===== config.mk =====
export PLATFORM = sky130hd
export DESIGN_NAME = request_pipe_stage
export DESIGN_NICKNAME = d
export VERILOG_FILES = /design/src/rtl/request_pipe_stage_pkg.sv /design/src/rtl/req_pipe_slot.sv /design/src/rtl/request_pipe_stage.sv
export SDC_FILE = /design/constraint.sdc
export NUM_CORES = 1
export LEC_CHECK = 0
export ABC_CLOCK_PERIOD_IN_PS = 1900
export BUFFER_PORTS_ARGS = -buffer_cell sky130_fd_sc_hd__buf_2
export CAP_MARGIN = 20
export CORE_UTILIZATION = 37
export CTS_BUF_LIST = sky130_fd_sc_hd__clkbuf_8
export CTS_CLUSTER_SIZE = 40
export DETAILED_ROUTE_END_ITERATION = 8
export PLACE_DENSITY_LB_ADDON = 0.3
export SETUP_SLACK_MARGIN = 0.4
export SLEW_MARGIN = 30
export SYNTH_ARGS = -nofsm -noshare
export SYNTH_HDL_FRONTEND = slang
export SYNTH_SLANG_ARGS = --single-unit

===== constraint.sdc =====
create_clock -name clk -period 1.9 [get_ports clk]
set_input_delay 0.38 -clock clk [delete_from_list [all_inputs] [get_ports clk]]
set_output_delay 0.38 -clock clk [all_outputs]
set_load 0.01 [all_outputs]

===== src/rtl/request_pipe_stage_pkg.sv =====
// Shared widths, depth default and saturating counter helper for request_pipe_stage.
// Supplies ADDRESS_WIDTH / ID_WIDTH fallbacks when defines.vh has not set them.
`ifndef ADDRESS_WIDTH
`define ADDRESS_WIDTH 32
`endif
`ifndef ID_WIDTH
`define ID_WIDTH 8
`endif

package request_pipe_stage_pkg;
    localparam int ADDR_W_DEFAULT     = `ADDRESS_WIDTH;
    localparam int ID_W_DEFAULT       = `ID_WIDTH;
    localparam int PIPE_DEPTH_DEFAULT = 4;
    localparam int SLOT_W             = 1 + ADDR_W_DEFAULT + ID_W_DEFAULT;
    localparam int CNT_W              = 16;
    localparam logic [CNT_W-1:0] CNT_MAX = 16'hFFFF;

    // Saturating add of a small per-cycle increment (at most 8 per cycle).
    function automatic logic [CNT_W-1:0] sat_add(input logic [CNT_W-1:0] a, input logic [3:0] b);
        logic [CNT_W:0] s;
        s = {1'b0, a} + {{(CNT_W-3){1'b0}}, b};
        return s[CNT_W] ? CNT_MAX : s[CNT_W-1:0];
    endfunction
endpackage


===== src/rtl/req_pipe_slot.sv =====
// One pipeline slot: loads from upstream, empties when its beat moves on,
// and drops its post-move contents when a flush matches the id.
module req_pipe_slot
    import request_pipe_stage_pkg::*;
#(
    parameter int ADDR_W = ADDR_W_DEFAULT,
    parameter int ID_W   = ID_W_DEFAULT
) (
    input  logic              clk,
    input  logic              reset,
    input  logic              load,
    input  logic              move_out,
    input  logic              flush,
    input  logic [ID_W-1:0]   flush_id,
    input  logic [ADDR_W-1:0] src_address,
    input  logic [ID_W-1:0]   src_id,
    output logic              valid,
    output logic [ADDR_W-1:0] address,
    output logic [ID_W-1:0]   id,
    output logic              kill
);
    logic            nxt_valid;
    logic [ID_W-1:0] nxt_id;

    always_comb begin
        nxt_valid = valid;
        nxt_id    = id;
        if (load) begin
            nxt_valid = 1'b1;
            nxt_id    = src_id;
        end else if (move_out) begin
            nxt_valid = 1'b0;
        end
        kill = flush & nxt_valid & (nxt_id == flush_id);
    end

    always_ff @(posedge clk) begin
        if (reset) begin
            valid   <= 1'b0;
            address <= '0;
            id      <= '0;
        end else begin
            valid <= nxt_valid & ~kill;
            if (load) begin
                address <= src_address;
                id      <= src_id;
            end
        end
    end
endmodule


===== src/rtl/request_pipe_stage.sv =====
// In-order elastic request pipeline with id-matched flush and saturating retire count.
// Optional REQ_PIPE_FLUSH_CNT_EN adds a saturating flush_count output.
module request_pipe_stage
    import request_pipe_stage_pkg::*;
#(
    parameter int DEPTH  = PIPE_DEPTH_DEFAULT,
    parameter int ADDR_W = ADDR_W_DEFAULT,
    parameter int ID_W   = ID_W_DEFAULT
) (
    input  logic              clk,
    input  logic              reset,
    input  logic [ADDR_W-1:0] in_address,
    input  logic [ID_W-1:0]   in_id,
    input  logic              in_valid,
    output logic              out_stall,
    input  logic              flush,
    input  logic [ID_W-1:0]   flush_id,
    output logic [ADDR_W-1:0] ret_address,
    output logic [ID_W-1:0]   ret_id,
    output logic              ret_valid,
    input  logic              ret_ready,
`ifdef REQ_PIPE_FLUSH_CNT_EN
    output logic [CNT_W-1:0]  flush_count,
`endif
    output logic [CNT_W-1:0]  retire_count
);
    logic [DEPTH-1:0]             valid;
    logic [DEPTH-1:0]             move;
    logic [DEPTH-1:0]             kill;
    logic [DEPTH-1:0][ADDR_W-1:0] address;
    logic [DEPTH-1:0][ID_W-1:0]   id;
    logic                         accept;

    // Walk from the head back so each slot sees whether its successor frees up.
    always_comb begin
        move = '0;
        move[DEPTH-1] = valid[DEPTH-1] & ret_ready;
        for (int k = DEPTH-2; k >= 0; k--)
            move[k] = valid[k] & (~valid[k+1] | move[k+1]);
    end

    assign out_stall = valid[0] & ~move[0];
    assign accept    = in_valid & ~out_stall;

    for (genvar k = 0; k < DEPTH; k++) begin : g_slot
        logic              load;
        logic [ADDR_W-1:0] src_address;
        logic [ID_W-1:0]   src_id;
        if (k == 0) begin : g_entry
            assign load        = accept;
            assign src_address = in_address;
            assign src_id      = in_id;
        end else begin : g_body
            assign load        = move[k-1];
            assign src_address = address[k-1];
            assign src_id      = id[k-1];
        end
        req_pipe_slot #(.ADDR_W(ADDR_W), .ID_W(ID_W)) u_slot (
            .clk(clk), .reset(reset), .load(load), .move_out(move[k]),
            .flush(flush), .flush_id(flush_id),
            .src_address(src_address), .src_id(src_id),
            .valid(valid[k]), .address(address[k]), .id(id[k]), .kill(kill[k])
        );
    end

    assign ret_valid   = valid[DEPTH-1];
    assign ret_address = address[DEPTH-1];
    assign ret_id      = id[DEPTH-1];

    always_ff @(posedge clk) begin
        if (reset)
            retire_count <= '0;
        else if (ret_valid && ret_ready)
            retire_count <= sat_add(retire_count, 4'd1);
    end

`ifdef REQ_PIPE_FLUSH_CNT_EN
    logic [3:0] kill_cnt;

    // Slot 0 kill also covers an incoming beat discarded on the flush edge.
    always_comb begin
        kill_cnt = '0;
        for (int k = 0; k < DEPTH; k++)
            kill_cnt = kill_cnt + {3'b000, kill[k]};
    end

    always_ff @(posedge clk) begin
        if (reset)
            flush_count <= '0;
        else
            flush_count <= sat_add(flush_count, kill_cnt);
    end
`endif
endmodule


* Word-level counts from Yosys, hierarchy flattened
Index checks and enable logic that the tools add are counted.
** Word-level totals
- Flip-flop bits (word level) :: 180
- Output and inout bits :: 58
- Logic and storage cells :: 62
- Input port bits :: 53
** Cells by class
- Add/subtract/negate cells :: 1
- Multiplexer cells :: 13
- Equality and inequality tests :: 4
- Bitwise logic cells :: 30
- Reduce and logical (&&, ||, !) cells :: 1
** Operators by type and width (count)
- $eq 8x8->1 :: 4
- $mux 8 :: 4
- $and 1x1->1 :: 18
- $add 16x1->17 const B :: 1
- $mux 16 :: 1
- $not 1->1 :: 9
- $mux 1 :: 8
- $or 1x1->1 :: 3
- $logic_and 1x1->1 :: 1

* Depth between registers and ports, before layout
- Depth in word-level cells :: 16
- Gate-level depth with buffers :: 8
- Depth with buffers taken out :: 7

* By module
A second synthesis with hierarchy kept.
** Second synthesis, totals
- Cell total of the unflattened synthesis :: 677
- Area, all modules :: 7093.1 sq um
** By module, submodules not included
- req_pipe_slot :: instances 4, cells an instance 146, area an instance 1559.0 sq um, seq. area each 820.8 sq um
- request_pipe_stage :: instances 1, cells an instance 93, area an instance 857.1 sq um, seq. area each 320.3 sq um

* Worst setup path after synthesis
Ideal clock, no wire load.
- Path type :: reg-to-reg
- Start :: reg g_slot[3].u_slot.valid
- End :: reg g_slot[3].u_slot.valid
- Setup time :: 0.120 ns
- Path slack :: 0.128 ns
- Arrival time :: 1.652 ns
- Period minus slack after synthesis :: 1.772 ns
- Cell stages (with the launch flop) :: 8
- Required time :: 1.780 ns
- Path buffers :: 1
- Cell sequence :: dfxtp_1 -> and2b_4 -> nor2b_2 -> buf_6 -> mux2i_1 -> xor2_1 -> nand3_1 -> o31a_1
** Between the ends
- Cells in the longest elaborated chain, start to end :: 8
- Elaborated cells between the ends (all ways) :: 12
- Those cells by class :: 1 x eq/ne; 3 x mux; 8 x bitwise
** Ends and longest elaborated chain
- start: declaration :: line req_pipe_slot.sv:17 : output logic valid,
- start signal: assignment :: line req_pipe_slot.sv:43 : valid <= nxt_valid & ~kill;
- $and 1x1->1 / $not 1->1 (equally long branches) :: line request_pipe_stage.sv:37, request_pipe_stage.sv:39
- $or 1x1->1 :: line request_pipe_stage.sv:39 : move[k] = valid[k] & (~valid[k+1] | move[k+1]);
- $and 1x1->1 :: line request_pipe_stage.sv:39
- $mux 8 / $mux 1 (equally long branches) :: line req_pipe_slot.sv:28 : if (load) begin
- $eq 8x8->1 / $and 1x1->1 (equally long branches) :: line req_pipe_slot.sv:34 : kill = flush & nxt_valid & (nxt_id == flush_id);
- $and 1x1->1 :: line req_pipe_slot.sv:34
- $not 1->1 :: line req_pipe_slot.sv:43
- $and 1x1->1 * :: line req_pipe_slot.sv:43
Mark *: on every way between the ends. The rest lies on a longest branch, timed or not.
A chain may end at the register's enable or synchronous reset.

* Final worst setup path
- Start :: reg g_slot[3].u_slot.valid
- End :: reg g_slot[2].u_slot.valid
** Between the ends
- Cells in the longest elaborated chain, start to end :: 10
- Elaborated cells between the ends (all ways) :: 14
- Those cells by class :: 1 x eq/ne; 3 x mux; 10 x bitwise
** Ends and longest elaborated chain (line)
- $and 1x1->1 / $not 1->1 (equally long branches) :: request_pipe_stage.sv:37, request_pipe_stage.sv:39
- $or 1x1->1 * :: request_pipe_stage.sv:39
- $and 1x1->1 * :: request_pipe_stage.sv:39
- $or 1x1->1 :: request_pipe_stage.sv:39
- $and 1x1->1 :: request_pipe_stage.sv:39
- $mux 8 / $mux 1 (equally long branches)
- $eq 8x8->1 / $and 1x1->1 (equally long branches) :: req_pipe_slot.sv:34
- $and 1x1->1 :: req_pipe_slot.sv:34
- $not 1->1 :: req_pipe_slot.sv:43
- $and 1x1->1 * :: req_pipe_slot.sv:43
- end signal: assignment :: req_pipe_slot.sv:43
- end: declaration :: req_pipe_slot.sv:17
Marks and branches as above.

==> run summary <==
DR pass1 iterations - 5
Critical path's top delay family - compound AO/OA/AOI/OAI gates
Worst-margin pin slew - 408.3 ps
Post-DR wirelength/cell - 16.02 um
Cell area after layout - 9389 um^2
Sink Count - 180
Critical Path AT - 2250 ps
DR vias/cell - 4.968
Area delta synth->final - 32.84%
Max cap viols - 0
Worst setup EP type - flop
Mapped cell area - 7068 um^2
Minimum clock period - 1895 ps
Crit start category - flop
Syn nets - 937
Synth async-reset ratio - 0
Seq cells post-synth - 180
Global placement routability congestion - 0.8735
Post-layout util - 0.5019
Setup violators final - 0
Largest net degree at the start of global routing - 92
Clk slew on worst S/H paths - 100 ps
Slowest CP cell - dfxtp_2
Yosys warns - 0
Post-synth EDFFs - 0
WP buf/inv - 2
Hpwl dp - 11.88 mm
Register area share after synthesis - 0.5098
Vias - 6329
Post-synthesis average cell area - 8.005 um^2
Core Box Area - 18710 um^2
Final hold vios - 0
CP peak stage delay - 350 ps
Cell Chain, Critical Path - buf_6 > and2b_4 > a21oi_4 > buf_12 > mux2i_4 > xor2_1 > nand4_1 > o31a_1
Worst slew margin - 0.7278
DIE AREA - 19660 um^2
Vias in the first global route - 5751
Initial core utilization - 0.3779
Grt total ovfl - 0
Prevailing post-synth register cell - dfxtp_1
Slew Viols, Final - 0
Period utilization - 0.9976
Max FO, Critical Path - 6
Cts hold-fix bufs - 0
CTS tree - built
IO Pins - 111
Layout cell share with drive strength beyond 1 - 0.2692
Final Skew - 9.783 ps
Max VDD drop - 0.4641 mV
Min-delay worst type - in2reg
H-tree levels - 4
Cell count after synthesis - 883
DRC violations left - 0
Crit path required time - 2260 ps
LEAKAGE - 3.710 nW
First-pass GRT wire length - 30.44 mm
Status - complete, no violations
Critical Setup Path Class - reg2reg
Routed WL - 20.41 mm
Num rows - 50
Post-route ant nets - 0
Diode count - 0
RSZ-0062 raised after global routing - true
Fin nets - 1081
Total Power - 7.206 mW
Initial antenna violation count - 1
Power per cell area - 767.5 nW/um^2
Worst-case clock buffer depth - 2
Total CTS buffers - 17
Total track usage - 0.1979
Root Driver - clkbuf_8
Clk_lat worst skew - 460 ps
Max Freq - 527.6 MHz
PortBufs - 110
Die Y-Extent - 140.2 um
DRT iter0 DRCs - 360
Placed inst area - 8075 um^2
Yosys cell types - 52
Die span in x - 140.2 um
cell families after synthesis:
| group | after synthesis | synth area share |
|---|---|---|
| AND/OR/NAND/NOR | 383 | 0.2238 |
| AO/OA/AOI/OAI | 195 | 0.1517 |
| flip-flops | 180 | 0.5098 |
| buffers and inverters | 71 | 0.04284 |
| XOR/XNOR | 34 | 0.04213 |
| multiplexers | 19 | 0.02797 |
| adder cells (fa/ha/maj) | 1 | 0.001770 |
flip-flops by register name, summed over array words and instances, names as in the netlist:
register	flops
g_slot.u_slot.address	128
g_slot.u_slot.id	32
g_slot.u_slot.valid	4
retire_count	16
placed cells by master, fill, tap and decap left out, types with 4 or more instances in the layout:
master / instances
nand2_1: 291
dfxtp_1: 168
a21oi_1: 148
buf_2: 105
buf_4: 40
nor2_1: 32
xor2_1: 21
clkbuf_8: 17
buf_6: 13
inv_1: 12
xnor2_1: 11
buf_12: 11
nand2b_1: 9
o21ai_0: 9
mux2i_1: 8
nand3_1: 8
dfxtp_2: 8
a21oi_2: 7
nand4_1: 7
buf_16: 7
mux2i_4: 6
mux2i_2: 5
inv_8: 5
clkbuf_16: 5
and3_4: 4
a31oi_1: 4
nor3_1: 4
inv_6: 4
dfxtp_4: 4
routing by layer:
layer / GRT usage / routed length (um) / up-vias
met5: 0 / 13 / -
met4: 0.06420 / 297 / 2
met3: 0.04410 / 1048 / 28
met2: 0.3192 / 9988 / 155
met1: 0.2623 / 9059 / 2934
li1: - / - / 3210
power breakdown:
part,switching (mW),internal [mW]
clock,1.53,1.10
sequential,0.0501,3.84
combinational,0.384,0.304
total,1.96,5.24
synth_stat cells (4+ instances only):
cell | instances | area [um^2]
dfxtp_1 | 180 | 3603
nand2b_1 | 11 | 68.82
nand4_1 | 7 | 43.79
mux2i_1 | 17 | 170.2
buf_2 | 5 | 25.02
nor3_1 | 8 | 40.04
buf_6 | 4 | 45.04
nand3_1 | 10 | 50.05
a21oi_1 | 154 | 770.7
nand2_1 | 296 | 1111
xor2_1 | 21 | 183.9
a31oi_1 | 4 | 25.02
clkbuf_1 | 48 | 180.2
nor2_1 | 32 | 120.1
inv_1 | 13 | 48.80
and3_1 | 5 | 31.28
o21ai_0 | 12 | 60.06
xnor2_1 | 13 | 113.9
area by class of cell:
cell class | count | area, um^2
Timing Repair Buffer | 182 | 1543
Sequential cell | 180 | 3628
Fill cell | 1877 | 9316
Clock inverter | 15 | 162.7
Clock buffer | 17 | 234.0
Tap cell | 234 | 292.8
Inverter | 14 | 52.55
Multi-Input combinational cell | 632 | 3476
per-stage QoR:
step / setup WS [ps] / hold WS, ps / cells / TNS [ps]
2_1_floorplan: 177.4 / 432.1 / 883 / 0
3_3_place_gp: 1.631 / 437.9 / 1203 / 0
3_5_place_dp: -26.89 / 440.5 / 1203 / -32.88
4_1_cts: 17.10 / 128.4 / 1256 / 0
5_1_grt: -71.59 / 116.2 / 1274 / -189.6
6_report: 4.642 / 150.3 / 1274 / 0
worst reg2reg max path, delay by kind of cell, from the launching register on:
kind                      cells  cell delay, ps
AOI/OAI and AO/OA             2             410
DFF                           1             350
and+or+nand+nor               2             330
buffers and inverters         2             270
muxes                         1             240
xor gates and xnor gates      1             180
path summary, 6_finish.rpt:
check	startpoint	to	cells after the start	slack (ps)
worst min-delay path	in_address[12]	g_slot[0].u_slot.address[12]$_SDFFE_PP0N_	3	150
worst min register to register	g_slot[1].u_slot.address[28]$_SDFFE_PP0N_	g_slot[2].u_slot.address[28]$_SDFFE_PP0N_	2	450
worst max-delay path	g_slot[3].u_slot.valid$_SDFF_PP0_	g_slot[2].u_slot.valid$_SDFF_PP0_	8	5
worst max register to register	g_slot[3].u_slot.valid$_SDFF_PP0_	g_slot[2].u_slot.valid$_SDFF_PP0_	8	5
repair_timing:
item,CTS,global route
setup endpoints to repair,100,158
resized for setup,49,45
gates cloned,8,5
setup buffers,13,13
pin swaps,12,13
Note: power is estimated with default switching activity, not from simulation.
